## config.mk

```make
export PLATFORM = sky130hd
export DESIGN_NAME = vmem_bridge_flat
export DESIGN_NICKNAME = d
export VERILOG_FILES = /design/src/rtl/vmem_bridge_if.sv /design/src/rtl/vmem_bridge.sv /design/src/flat_wrapper.sv
export SDC_FILE = /design/constraint.sdc
export NUM_CORES = 1
export LEC_CHECK = 0
export BUFFER_PORTS_ARGS = -buffer_cell sky130_fd_sc_hd__buf_2
export CAP_MARGIN = 40
export CORE_UTILIZATION = 30
export DETAILED_ROUTE_END_ITERATION = 10
export GPL_TIMING_DRIVEN = 1
export SYNTH_ARGS = -nofsm -noshare
export SYNTH_HDL_FRONTEND = slang
export SYNTH_SLANG_ARGS = --single-unit
```

## constraint.sdc

```tcl
create_clock -name clk -period 5.6 [get_ports clk]
set_clock_uncertainty 0.2 [all_clocks]
set_input_delay 0.28 -clock clk [delete_from_list [all_inputs] [get_ports clk]]
set_output_delay 0.28 -clock clk [all_outputs]
set_load 0.05 [all_outputs]
```

## src/rtl/vmem_bridge_if.sv

```systemverilog
// Access-unit and memory channels of vmem_bridge.
// slave = bridge side; master = access unit / memory side.
interface vmem_bridge_if;
  logic        i_write_en;
  logic [31:0] i_write_data;
  logic        i_read_en;
  logic [31:0] i_memaddr;
  logic        i_flush;
  logic        o_read_vd;
  logic [31:0] o_read_data;
  logic        o_full;
  logic        o_busy;
  logic        o_err;
  logic        o_mem_req;
  logic        o_mem_we;
  logic [31:0] o_mem_addr;
  logic [31:0] o_mem_wdata;
  logic        i_mem_gnt;
  logic        i_mem_rvalid;
  logic [31:0] i_mem_rdata;

  modport slave (
    input  i_write_en, i_write_data, i_read_en, i_memaddr, i_flush,
    input  i_mem_gnt, i_mem_rvalid, i_mem_rdata,
    output o_read_vd, o_read_data, o_full, o_busy, o_err,
    output o_mem_req, o_mem_we, o_mem_addr, o_mem_wdata
  );

  modport master (
    output i_write_en, i_write_data, i_read_en, i_memaddr, i_flush,
    output i_mem_gnt, i_mem_rvalid, i_mem_rdata,
    input  o_read_vd, o_read_data, o_full, o_busy, o_err,
    input  o_mem_req, o_mem_we, o_mem_addr, o_mem_wdata
  );
endinterface

```

## src/rtl/vmem_bridge.sv

```systemverilog
// Vector memory bridge: request FIFO, in-order load return, outstanding-read tracking.
// Define VMEM_BRIDGE_RDREG_EN to register the load response (1-cycle latency).
module vmem_bridge #(
  parameter int unsigned DEPTH = 4
) (
  input logic          clk,
  input logic          rst_n,
  vmem_bridge_if.slave bus
);
  localparam int unsigned PW = $clog2(DEPTH);
  localparam int unsigned CW = PW + 1;

  typedef enum logic [1:0] {
    IDLE   = 2'd0,
    ACTIVE = 2'd1,
    DRAIN  = 2'd2
  } state_t;

  state_t        state_q, state_d;
  logic [PW-1:0] wr_ptr_q, wr_ptr_d;
  logic [PW-1:0] rd_ptr_q, rd_ptr_d;
  logic [CW-1:0] count_q, count_d;
  logic [CW-1:0] out_q, out_d;
  logic          err_q, err_d;

  logic          fifo_we_q    [DEPTH];
  logic [31:0]   fifo_addr_q  [DEPTH];
  logic [31:0]   fifo_wdata_q [DEPTH];

  logic req_any, full, empty, push, pop;
  logic head_we, issuable, mem_req, rd_grant, rsp_ok;

  assign req_any  = bus.i_write_en | bus.i_read_en;
  assign full     = (count_q == CW'(DEPTH));
  assign empty    = (count_q == '0);
  // Flush takes priority over a same-cycle enqueue.
  assign push     = req_any & ~full & ~bus.i_flush;
  assign head_we  = fifo_we_q[rd_ptr_q];
  assign issuable = head_we | (out_q < CW'(DEPTH));
  assign mem_req  = ~empty & issuable;
  assign pop      = mem_req & bus.i_mem_gnt;
  assign rd_grant = pop & ~head_we;
  assign rsp_ok   = bus.i_mem_rvalid & (out_q != '0);

  always_comb begin
    wr_ptr_d = wr_ptr_q;
    rd_ptr_d = rd_ptr_q;
    count_d  = count_q + CW'(push) - CW'(pop);
    out_d    = out_q;
    err_d    = err_q;
    if (push) wr_ptr_d = wr_ptr_q + PW'(1);
    if (pop)  rd_ptr_d = rd_ptr_q + PW'(1);
    if (bus.i_flush) begin
      wr_ptr_d = '0;
      rd_ptr_d = '0;
      count_d  = '0;
    end
    case ({rd_grant, rsp_ok})
      2'b10:   out_d = out_q + CW'(1);
      2'b01:   out_d = out_q - CW'(1);
      default: out_d = out_q;
    endcase
    if ((bus.i_write_en & bus.i_read_en) | (req_any & full) |
        (bus.i_mem_rvalid & (out_q == '0)))
      err_d = 1'b1;
  end

  always_comb begin
    state_d = state_q;
    case (state_q)
      IDLE:   if (push) state_d = ACTIVE;
      ACTIVE: if (count_d == '0) state_d = (out_d != '0) ? DRAIN : IDLE;
      DRAIN: begin
        if (push)               state_d = ACTIVE;
        else if (out_d == '0)   state_d = IDLE;
      end
      default: state_d = IDLE;
    endcase
    if (bus.i_flush) state_d = (out_d != '0) ? DRAIN : IDLE;
  end

  always_ff @(posedge clk or negedge rst_n) begin
    if (!rst_n) begin
      state_q  <= IDLE;
      wr_ptr_q <= '0;
      rd_ptr_q <= '0;
      count_q  <= '0;
      out_q    <= '0;
      err_q    <= 1'b0;
    end else begin
      state_q  <= state_d;
      wr_ptr_q <= wr_ptr_d;
      rd_ptr_q <= rd_ptr_d;
      count_q  <= count_d;
      out_q    <= out_d;
      err_q    <= err_d;
    end
  end

  // A simultaneous write+read stores the write; the read is dropped.
  always_ff @(posedge clk) begin
    if (push) begin
      fifo_we_q[wr_ptr_q]    <= bus.i_write_en;
      fifo_addr_q[wr_ptr_q]  <= bus.i_memaddr;
      fifo_wdata_q[wr_ptr_q] <= bus.i_write_data;
    end
  end

  assign bus.o_mem_req   = mem_req;
  assign bus.o_mem_we    = mem_req & head_we;
  assign bus.o_mem_addr  = mem_req ? fifo_addr_q[rd_ptr_q]  : '0;
  assign bus.o_mem_wdata = mem_req ? fifo_wdata_q[rd_ptr_q] : '0;
  assign bus.o_full      = full;
  assign bus.o_busy      = (state_q != IDLE);
  assign bus.o_err       = err_q;

`ifdef VMEM_BRIDGE_RDREG_EN
  logic        rd_vd_q;
  logic [31:0] rd_data_q;

  always_ff @(posedge clk or negedge rst_n) begin
    if (!rst_n) begin
      rd_vd_q   <= 1'b0;
      rd_data_q <= '0;
    end else begin
      rd_vd_q   <= rsp_ok;
      rd_data_q <= rsp_ok ? bus.i_mem_rdata : '0;
    end
  end

  assign bus.o_read_vd   = rd_vd_q;
  assign bus.o_read_data = rd_data_q;
`else
  assign bus.o_read_vd   = rsp_ok;
  assign bus.o_read_data = rsp_ok ? bus.i_mem_rdata : '0;
`endif

endmodule

```

## src/flat_wrapper.sv

```systemverilog
// flat-port wrapper written by rule: the top's interface ports become plain ports
module vmem_bridge_flat 
#(
  parameter int unsigned DEPTH = 4
)
  (clk, rst_n, bus_i_write_en, bus_i_write_data, bus_i_read_en, bus_i_memaddr, bus_i_flush, bus_i_mem_gnt, bus_i_mem_rvalid, bus_i_mem_rdata, bus_o_read_vd, bus_o_read_data, bus_o_full, bus_o_busy, bus_o_err, bus_o_mem_req, bus_o_mem_we, bus_o_mem_addr, bus_o_mem_wdata);
  vmem_bridge_if bus_i ();
  input logic clk;
  input logic rst_n;
  input wire logic [$bits(bus_i.i_write_en)-1:0] bus_i_write_en;
  input wire logic [$bits(bus_i.i_write_data)-1:0] bus_i_write_data;
  input wire logic [$bits(bus_i.i_read_en)-1:0] bus_i_read_en;
  input wire logic [$bits(bus_i.i_memaddr)-1:0] bus_i_memaddr;
  input wire logic [$bits(bus_i.i_flush)-1:0] bus_i_flush;
  input wire logic [$bits(bus_i.i_mem_gnt)-1:0] bus_i_mem_gnt;
  input wire logic [$bits(bus_i.i_mem_rvalid)-1:0] bus_i_mem_rvalid;
  input wire logic [$bits(bus_i.i_mem_rdata)-1:0] bus_i_mem_rdata;
  output wire logic [$bits(bus_i.o_read_vd)-1:0] bus_o_read_vd;
  output wire logic [$bits(bus_i.o_read_data)-1:0] bus_o_read_data;
  output wire logic [$bits(bus_i.o_full)-1:0] bus_o_full;
  output wire logic [$bits(bus_i.o_busy)-1:0] bus_o_busy;
  output wire logic [$bits(bus_i.o_err)-1:0] bus_o_err;
  output wire logic [$bits(bus_i.o_mem_req)-1:0] bus_o_mem_req;
  output wire logic [$bits(bus_i.o_mem_we)-1:0] bus_o_mem_we;
  output wire logic [$bits(bus_i.o_mem_addr)-1:0] bus_o_mem_addr;
  output wire logic [$bits(bus_i.o_mem_wdata)-1:0] bus_o_mem_wdata;
  assign bus_i.i_write_en = bus_i_write_en;
  assign bus_i.i_write_data = bus_i_write_data;
  assign bus_i.i_read_en = bus_i_read_en;
  assign bus_i.i_memaddr = bus_i_memaddr;
  assign bus_i.i_flush = bus_i_flush;
  assign bus_i.i_mem_gnt = bus_i_mem_gnt;
  assign bus_i.i_mem_rvalid = bus_i_mem_rvalid;
  assign bus_i.i_mem_rdata = bus_i_mem_rdata;
  assign bus_o_read_vd = bus_i.o_read_vd;
  assign bus_o_read_data = bus_i.o_read_data;
  assign bus_o_full = bus_i.o_full;
  assign bus_o_busy = bus_i.o_busy;
  assign bus_o_err = bus_i.o_err;
  assign bus_o_mem_req = bus_i.o_mem_req;
  assign bus_o_mem_we = bus_i.o_mem_we;
  assign bus_o_mem_addr = bus_i.o_mem_addr;
  assign bus_o_mem_wdata = bus_i.o_mem_wdata;
  vmem_bridge #(.DEPTH(DEPTH)) u_core (.clk(clk), .rst_n(rst_n), .bus(bus_i));
endmodule
```

### Word level (Yosys, flattened, before mapping)

Memories as Yosys holds them, arrays and structs flattened.
Cells that the tools add are included.

| word-level totals | value |
|---|---|
| register bits after elaboration | 13 |
| memory bits (writable) | 260 |
| input bits | 103 |
| output and inout port bits | 102 |
| logic and storage cells | 71 |
| memories | 3 |

Memories:

| name | depth | bits a word | rd ports | clocked after Yosys merged registers in | write ports | line | RTL |
|---|---|---|---|---|---|---|---|
| u_core.fifo_addr_q | 4 | 32 | 1 | 0 | 1 | vmem_bridge.sv:27 | `logic [31:0] fifo_addr_q [DEPTH];` |
| u_core.fifo_wdata_q | 4 | 32 | 1 | 0 | 1 | vmem_bridge.sv:28 | `logic [31:0] fifo_wdata_q [DEPTH];` |
| u_core.fifo_we_q | 4 | 1 | 1 | 0 | 1 | vmem_bridge.sv:26 | `logic fifo_we_q [DEPTH];` |

| cells by class | value |
|---|---|
| $add $sub $neg | 6 |
| magnitude comparators | 1 |
| equal/unequal tests | 8 |
| mux-type cells | 18 |
| bitwise operators | 18 |
| reduce and logical (&&, ||, !) cells | 11 |

Operators with widths:

| kind | count |
|---|---|
| $mux W32 | 3 |
| $mux W2 | 10 |
| $logic_not A3 Y1 | 4 |
| $and A1 B1 Y1 | 10 |
| $ne A3 B2 Y1 const B | 2 |
| $pmux W2 S3 | 1 |
| $pmux W3 S2 | 1 |
| $reduce_bool A2 Y1 | 3 |
| $reduce_bool A3 Y1 | 2 |
| $add A2 B1 Y2 const B | 2 |
| $eq A2 B1 Y1 const B | 2 |
| $eq A2 B2 Y1 const B | 2 |
| $ne A4 B2 Y1 const B | 1 |
| $not A1 Y1 | 4 |
| $or A1 B1 Y1 | 4 |
| $add A3 B1 Y3 | 1 |
| $add A3 B1 Y3 const B | 1 |
| $eq A3 B3 Y1 const B | 1 |
| $lt A3 B3 Y1 const B | 1 |
| $mux W3 | 1 |
| $reduce_and A3 Y1 | 1 |
| $sub A3 B1 Y3 | 1 |
| $sub A3 B1 Y3 const B | 1 |
| $logic_not A2 Y1 | 1 |
| $mux W1 | 2 |

### Logic depth before layout (Yosys ltp)

| depth | value |
|---|---|
| depth after elaboration | 12 |
| depth in mapped cells | 14 |
| mapped depth without buffers | 13 |

### Least setup slack after synthesis

Ideal clock, no wire load.

| path | value |
|---|---|
| path kind | flip-flop to flip-flop |
| start | reg u_core.count_q[2] |
| end | mem u_core.fifo_addr_q[0][0], enable pin |
| library setup time | 0.430 ns |
| arrival time | 2.861 ns |
| data required time | 4.970 ns |
| slack | 2.109 ns |
| cell stages (with the launch flop) | 6 |
| path buffers | 1 |
| clock period less this slack | 3.491 ns |
| cell sequence | dfrtp_1 nor3b_2 or2_2 clkbuf_1 nor2_1 and2_1 |

| between the ends | value |
|---|---|
| word-level cells in the longest chain between the ends | 6 |

RTL lines:

| what | line | RTL |
|---|---|---|
| start: declaration | vmem_bridge.sv:22 | `logic [CW-1:0] count_q, count_d;` |
| start signal: assignment | vmem_bridge.sv:94 | `count_q <= count_d;` |
| $eq A3 B3 Y1 | vmem_bridge.sv:34 | `assign full = (count_q == CW'(DEPTH));` |
| named net bus_o_full | flat_wrapper.sv:20 | `output wire logic [$bits(bus_i.o_full)-1:0] bus_o_full;` |
| $not A1 Y1 | vmem_bridge.sv:37 | `assign push = req_any & ~full & ~bus.i_flush;` |
| $and A1 B1 Y1 (2 in series) | vmem_bridge.sv:37 |  |
| $mux W1 | vmem_bridge.sv:102 | `if (push) begin` |
| $mux W1 (not written as such) | vmem_bridge.sv:104 | `fifo_addr_q[wr_ptr_q] <= bus.i_memaddr;` |
| end: declaration | vmem_bridge.sv:27 |  |

The timed path passes the listed nets, and every way through them passes these cells.

### Final worst setup path

| path | value |
|---|---|
| start | reg u_core.rd_ptr_q[0] |
| end | reg u_core.state_q[1] |

| between the ends | value |
|---|---|
| word-level cells in the longest chain between the ends | 12 |
| elaborated cells between the ends (all ways) | 21 |
| classes of those cells | add/sub: 1; eq/ne: 4; mux: 6; bitwise: 5; reduce/logical: 4; memory: 1 |

RTL lines:

| what | line | RTL |
|---|---|---|
| start: declaration | vmem_bridge.sv:21 | `logic [PW-1:0] rd_ptr_q, rd_ptr_d;` |
| start signal: assignment | vmem_bridge.sv:93 | `rd_ptr_q <= rd_ptr_d;` |
| $mem_v2 Z4 W1 (*) | -- |  |
| $or A1 B1 Y1 | vmem_bridge.sv:39 | `assign issuable = head_we \| (out_q < CW'(DEPTH));` |
| $and A1 B1 Y1 | vmem_bridge.sv:40 | `assign mem_req = ~empty & issuable;` |
| $and A1 B1 Y1 | vmem_bridge.sv:41 | `assign pop = mem_req & bus.i_mem_gnt;` |
| $and A1 B1 Y1 (*) | vmem_bridge.sv:42 | `assign rd_grant = pop & ~head_we;` |
| $eq A2 B1 Y1 or $eq A2 B2 Y1 (tied branches) | vmem_bridge.sv:58 | `case ({rd_grant, rsp_ok})` |
| $pmux W3 S2 (*) | vmem_bridge.sv:58 |  |
| named net u_core.out_d[2] | vmem_bridge.sv:23 | `logic [CW-1:0] out_q, out_d;` |
| $reduce_bool A3 Y1 | vmem_bridge.sv:72, vmem_bridge.sv:79 |  |
| $mux W2 | vmem_bridge.sv:72, vmem_bridge.sv:79 |  |
| $mux W2 | vmem_bridge.sv:72 | `ACTIVE: if (count_d == '0) state_d = (out_d != '0) ? DRAIN : IDLE;` |
| $pmux W2 S3 | vmem_bridge.sv:70 | `case (state_q)` |
| $mux W2 | vmem_bridge.sv:79 | `if (bus.i_flush) state_d = (out_d != '0) ? DRAIN : IDLE;` |
| end signal: assignment | vmem_bridge.sv:91 | `state_q <= state_d;` |
| end: declaration | vmem_bridge.sv:19 | `state_t state_q, state_d;` |

The timed path passes the listed nets; every way through them passes the cells marked *. The select of a mux whose other input is x is not followed.
A chain may end at the register's enable or synchronous reset.

==> impl_metrics.tcl <==
set metrics [dict create \
    area_growth_pct 30.7 \
    power.share.sequential_pct 37.4 \
    synth-edff-count 260 \
    synthTopCellsByArea "edfxtp_1, mux4_2, and2_1, dfrtp_1, ha_1" \
    dp_hpwl_um 13900 \
    achievable-frequency_ghz 0.274 \
    start_kind "flip-flop" \
    hold_path.startpoint "bus_i_memaddr[19]" \
    boundaryPins 205 \
    wl_met1_um 10400 \
    power.share.switching_pct 36.6 \
    whs_endpoint "u_core.fifo_addr_q[2][19]" \
    ys_ff_latch 273 \
    crit_fanout 66 \
    fin_nets 930 \
    clkPwrFrac_pct 28.5 \
    hold_viol 0 \
    critical_path_arrival_ns 3.88 \
    synth.most_common_cell "edfxtp_1" \
    setup_tns_ns 0 \
    globalplace.congestion 0.727 \
    rr_endpoint "u_core.state_q[1]" \
    top_layer "met5" \
    p_int_mw 4.48 \
    period_share_pct 65.3 \
    cts_buffer_depth 3 \
    ctsRootBufferMaster "clkbuf_16" \
    via_count 5772 \
    synth_flop_cell "edfxtp_1" \
    clock-sinks 273 \
    wl_met2_um 11300 \
    drv_slew 0 \
    cts_resized 0 \
    end_kind "flip-flop" \
    grtUsageTotal_pct 12.4 \
    drc 0 \
    first_iter_violations 217 \
    ff2ff_setup_slack_ns 1.95 \
    holdPathStages 2 \
    p_comb_share_pct 34.0 \
    post-cts-setup-buffer-count 0 \
    core_area_mm2 0.0355 \
    avgSynthCellArea_um2 20.5 \
    fin_cells 1304 \
    syn-instance-count 528 \
    ys_warn_count 0 \
    syn-num-nets 640 \
    drtPass1Iterations 6 \
    place_inst 1175 \
    synth_top_cell_by_area "edfxtp_1" \
    min_period_ns 3.65 \
    reg2reg_depth 12 \
    clk_pin_slew_ns 0.06 \
    yosys-top-cells-count "edfxtp_1, and2_1, mux4_2" \
    hold_slack_ns 0.277 \
    die_x_um 192 \
    critical_path_required_ns 5.83 \
    overflow 0 \
    grt_pass1_vias 6121 \
    rows 69 \
    cts_made_buffers 30 \
    p_switching_mw 2.58 \
    routed_wl_um 23200 \
    syn-cell-area_mm2 0.0108 \
    finalSetupViolCount 0 \
    path_class "flip-flop to flip-flop" \
    grt_max_degree 67 \
    power_density_mw_per_mm2 500 \
    rsz0062_at_grt "no" \
    status "finished clean" \
    die_area_mm2 0.0368 \
    clk_latency_ns 0.55 \
    start_util_pct 30.5 \
    io_buffers 204 \
    ir_worst_vdd_uv 414 \
    leakage_nw 5.11 \
    hold_path_class "primary input to flip-flop" \
    ys_seq_area_share_pct 75.2 \
    antenna_found_initial 2 \
    synth_cell_type_count 33 \
    relSlewSlack_pct 48.9 \
    wl_met3_um 1070 \
    die_h_um 192 \
    cts_max_level 1 \
    synth_top_area_share_pct 72.2 \
    worstMarginPinSlew_ns 0.766 \
    ant_nets 0 \
    synthArstFlopShare_pct 4.76 \
    cts_tree "done" \
    wl_per_cell_um 17.8 \
    cap_violations 0 \
    drive_gt1_share_pct 39.5 \
    reg2reg_from "u_core.rd_ptr_q[0]" \
    avgViaCountPerCell 4.43 \
    grt_pass1_wl_um 34800 \
]
[final cells by class]
| type | count | area [um2] |
|---|---|---|
| clock buffer | 33 | 762 |
| inverter | 10 | 37.5 |
| clock inverter | 23 | 256 |
| multi-input combinational | 219 | 2520 |
| antenna | 1 | 2.50 |
| timing repair buffer | 284 | 1830 |
| sequential | 273 | 8140 |
| tap | 461 | 577 |
| fill | 3236 | 21300 |
[worst max-delay path by stage]
stage	start	to	slack [ns]
detailed placement	u_core.rd_ptr_q[0]	u_core.state_q[1]	1.79
global placement	u_core.rd_ptr_q[0]	u_core.state_q[1]	1.82
floorplan	u_core.count_q[2]	u_core.fifo_addr_q[0][0]	2.11
finish	u_core.rd_ptr_q[0]	u_core.state_q[1]	1.95
CTS	u_core.rd_ptr_q[0]	u_core.state_q[1]	1.80
global route	u_core.rd_ptr_q[0]	u_core.state_q[1]	1.57
[through the flow]
stage	util, %	total power, mW	area, um2	worst slack [ns]
4_1_cts	39.8	7.18	14100	1.80
3_3_place_gp	34.8	5.08	12300	1.82
3_5_place_dp	34.9	5.10	12400	1.79
6_report	39.8	7.06	14100	1.95
2_1_floorplan	-	4.50	10800	2.11
5_1_grt	39.8	7.39	14100	1.57
[worst max-delay path, cell delays in order (launching register included)]
cell	delay (ns)
dfrtp_4	0.85
inv_1	0.14
mux2_2	0.35
a21oi_4	0.15
buf_4	0.54
nand3_1	0.15
ha_1	0.23
inv_1	0.08
fa_1	0.18
xor2_1	0.15
nor2_1	0.06
xor2_1	0.15
o32a_1	0.29
[flip-flops by register name, summed over array words and instances (netlist names)]
register and count:
u_core.rd_ptr_q 2, u_core.bus.o_err 1, u_core.count_q 3, u_core.state_q 2
u_core.out_q 3, u_core.fifo_wdata_q 128, u_core.fifo_we_q 4, u_core.fifo_addr_q 128
u_core.wr_ptr_q 2
[kinds of logic (layout without fill, tap and decap cells)]
group | after synthesis | count (layout) | share of synthesized area, %
xor gates and xnor gates | 6 | 6 | 0.613
DFF | 273 | 273 | 75.2
buffers and inverters | 36 | 350 | 1.60
AOI/OAI and AO/OA | 10 | 10 | 0.637
and+or+nand+nor | 125 | 125 | 6.94
other | 0 | 1 | 0
adders and majority gates | 9 | 9 | 1.18
muxes | 69 | 69 | 13.8
[placed cells by master, fill, tap and decap left out, drive strengths merged, types with 2 or more instances in the layout]
cell,count
clkbuf,33
mux4,64
xnor2,3
clkinv,17
a21oi,4
nor2b,2
xor2,2
mux2i,4
edfxtp,260
ha,7
bufinv,5
or2,2
fa,2
inv,10
dlygate4sd3,72
and2,101
nor3,4
buf,212
dfrtp,13
nor2,12
[power groups by stage]
stage / Sequential, mW / Clock [mW] / Combinational [mW]
after floorplan: 2.62 / 0 / 1.88
after global placement: 2.69 / 0 / 2.39
after detailed placement: 2.69 / 0 / 2.41
after CTS: 2.65 / 2.07 / 2.46
after global routing: 2.68 / 2.14 / 2.57
final: 2.65 / 2.02 / 2.40
[per-layer routing]
layer / track usage, % / vias to the layer above
li1: - / 2652
met1: 16.6 / 2949
met2: 20.7 / 134
met3: 2.58 / 35
met4: 2.90 / 2
met5: 0 / -
[timing repair]
item / CTS / global route
endpoints found under the hold margin: 283 / 0
setup endpoints to repair: 0 / 0
hold buffers: 72 / 0
Power figures use the tool's default switching activity.
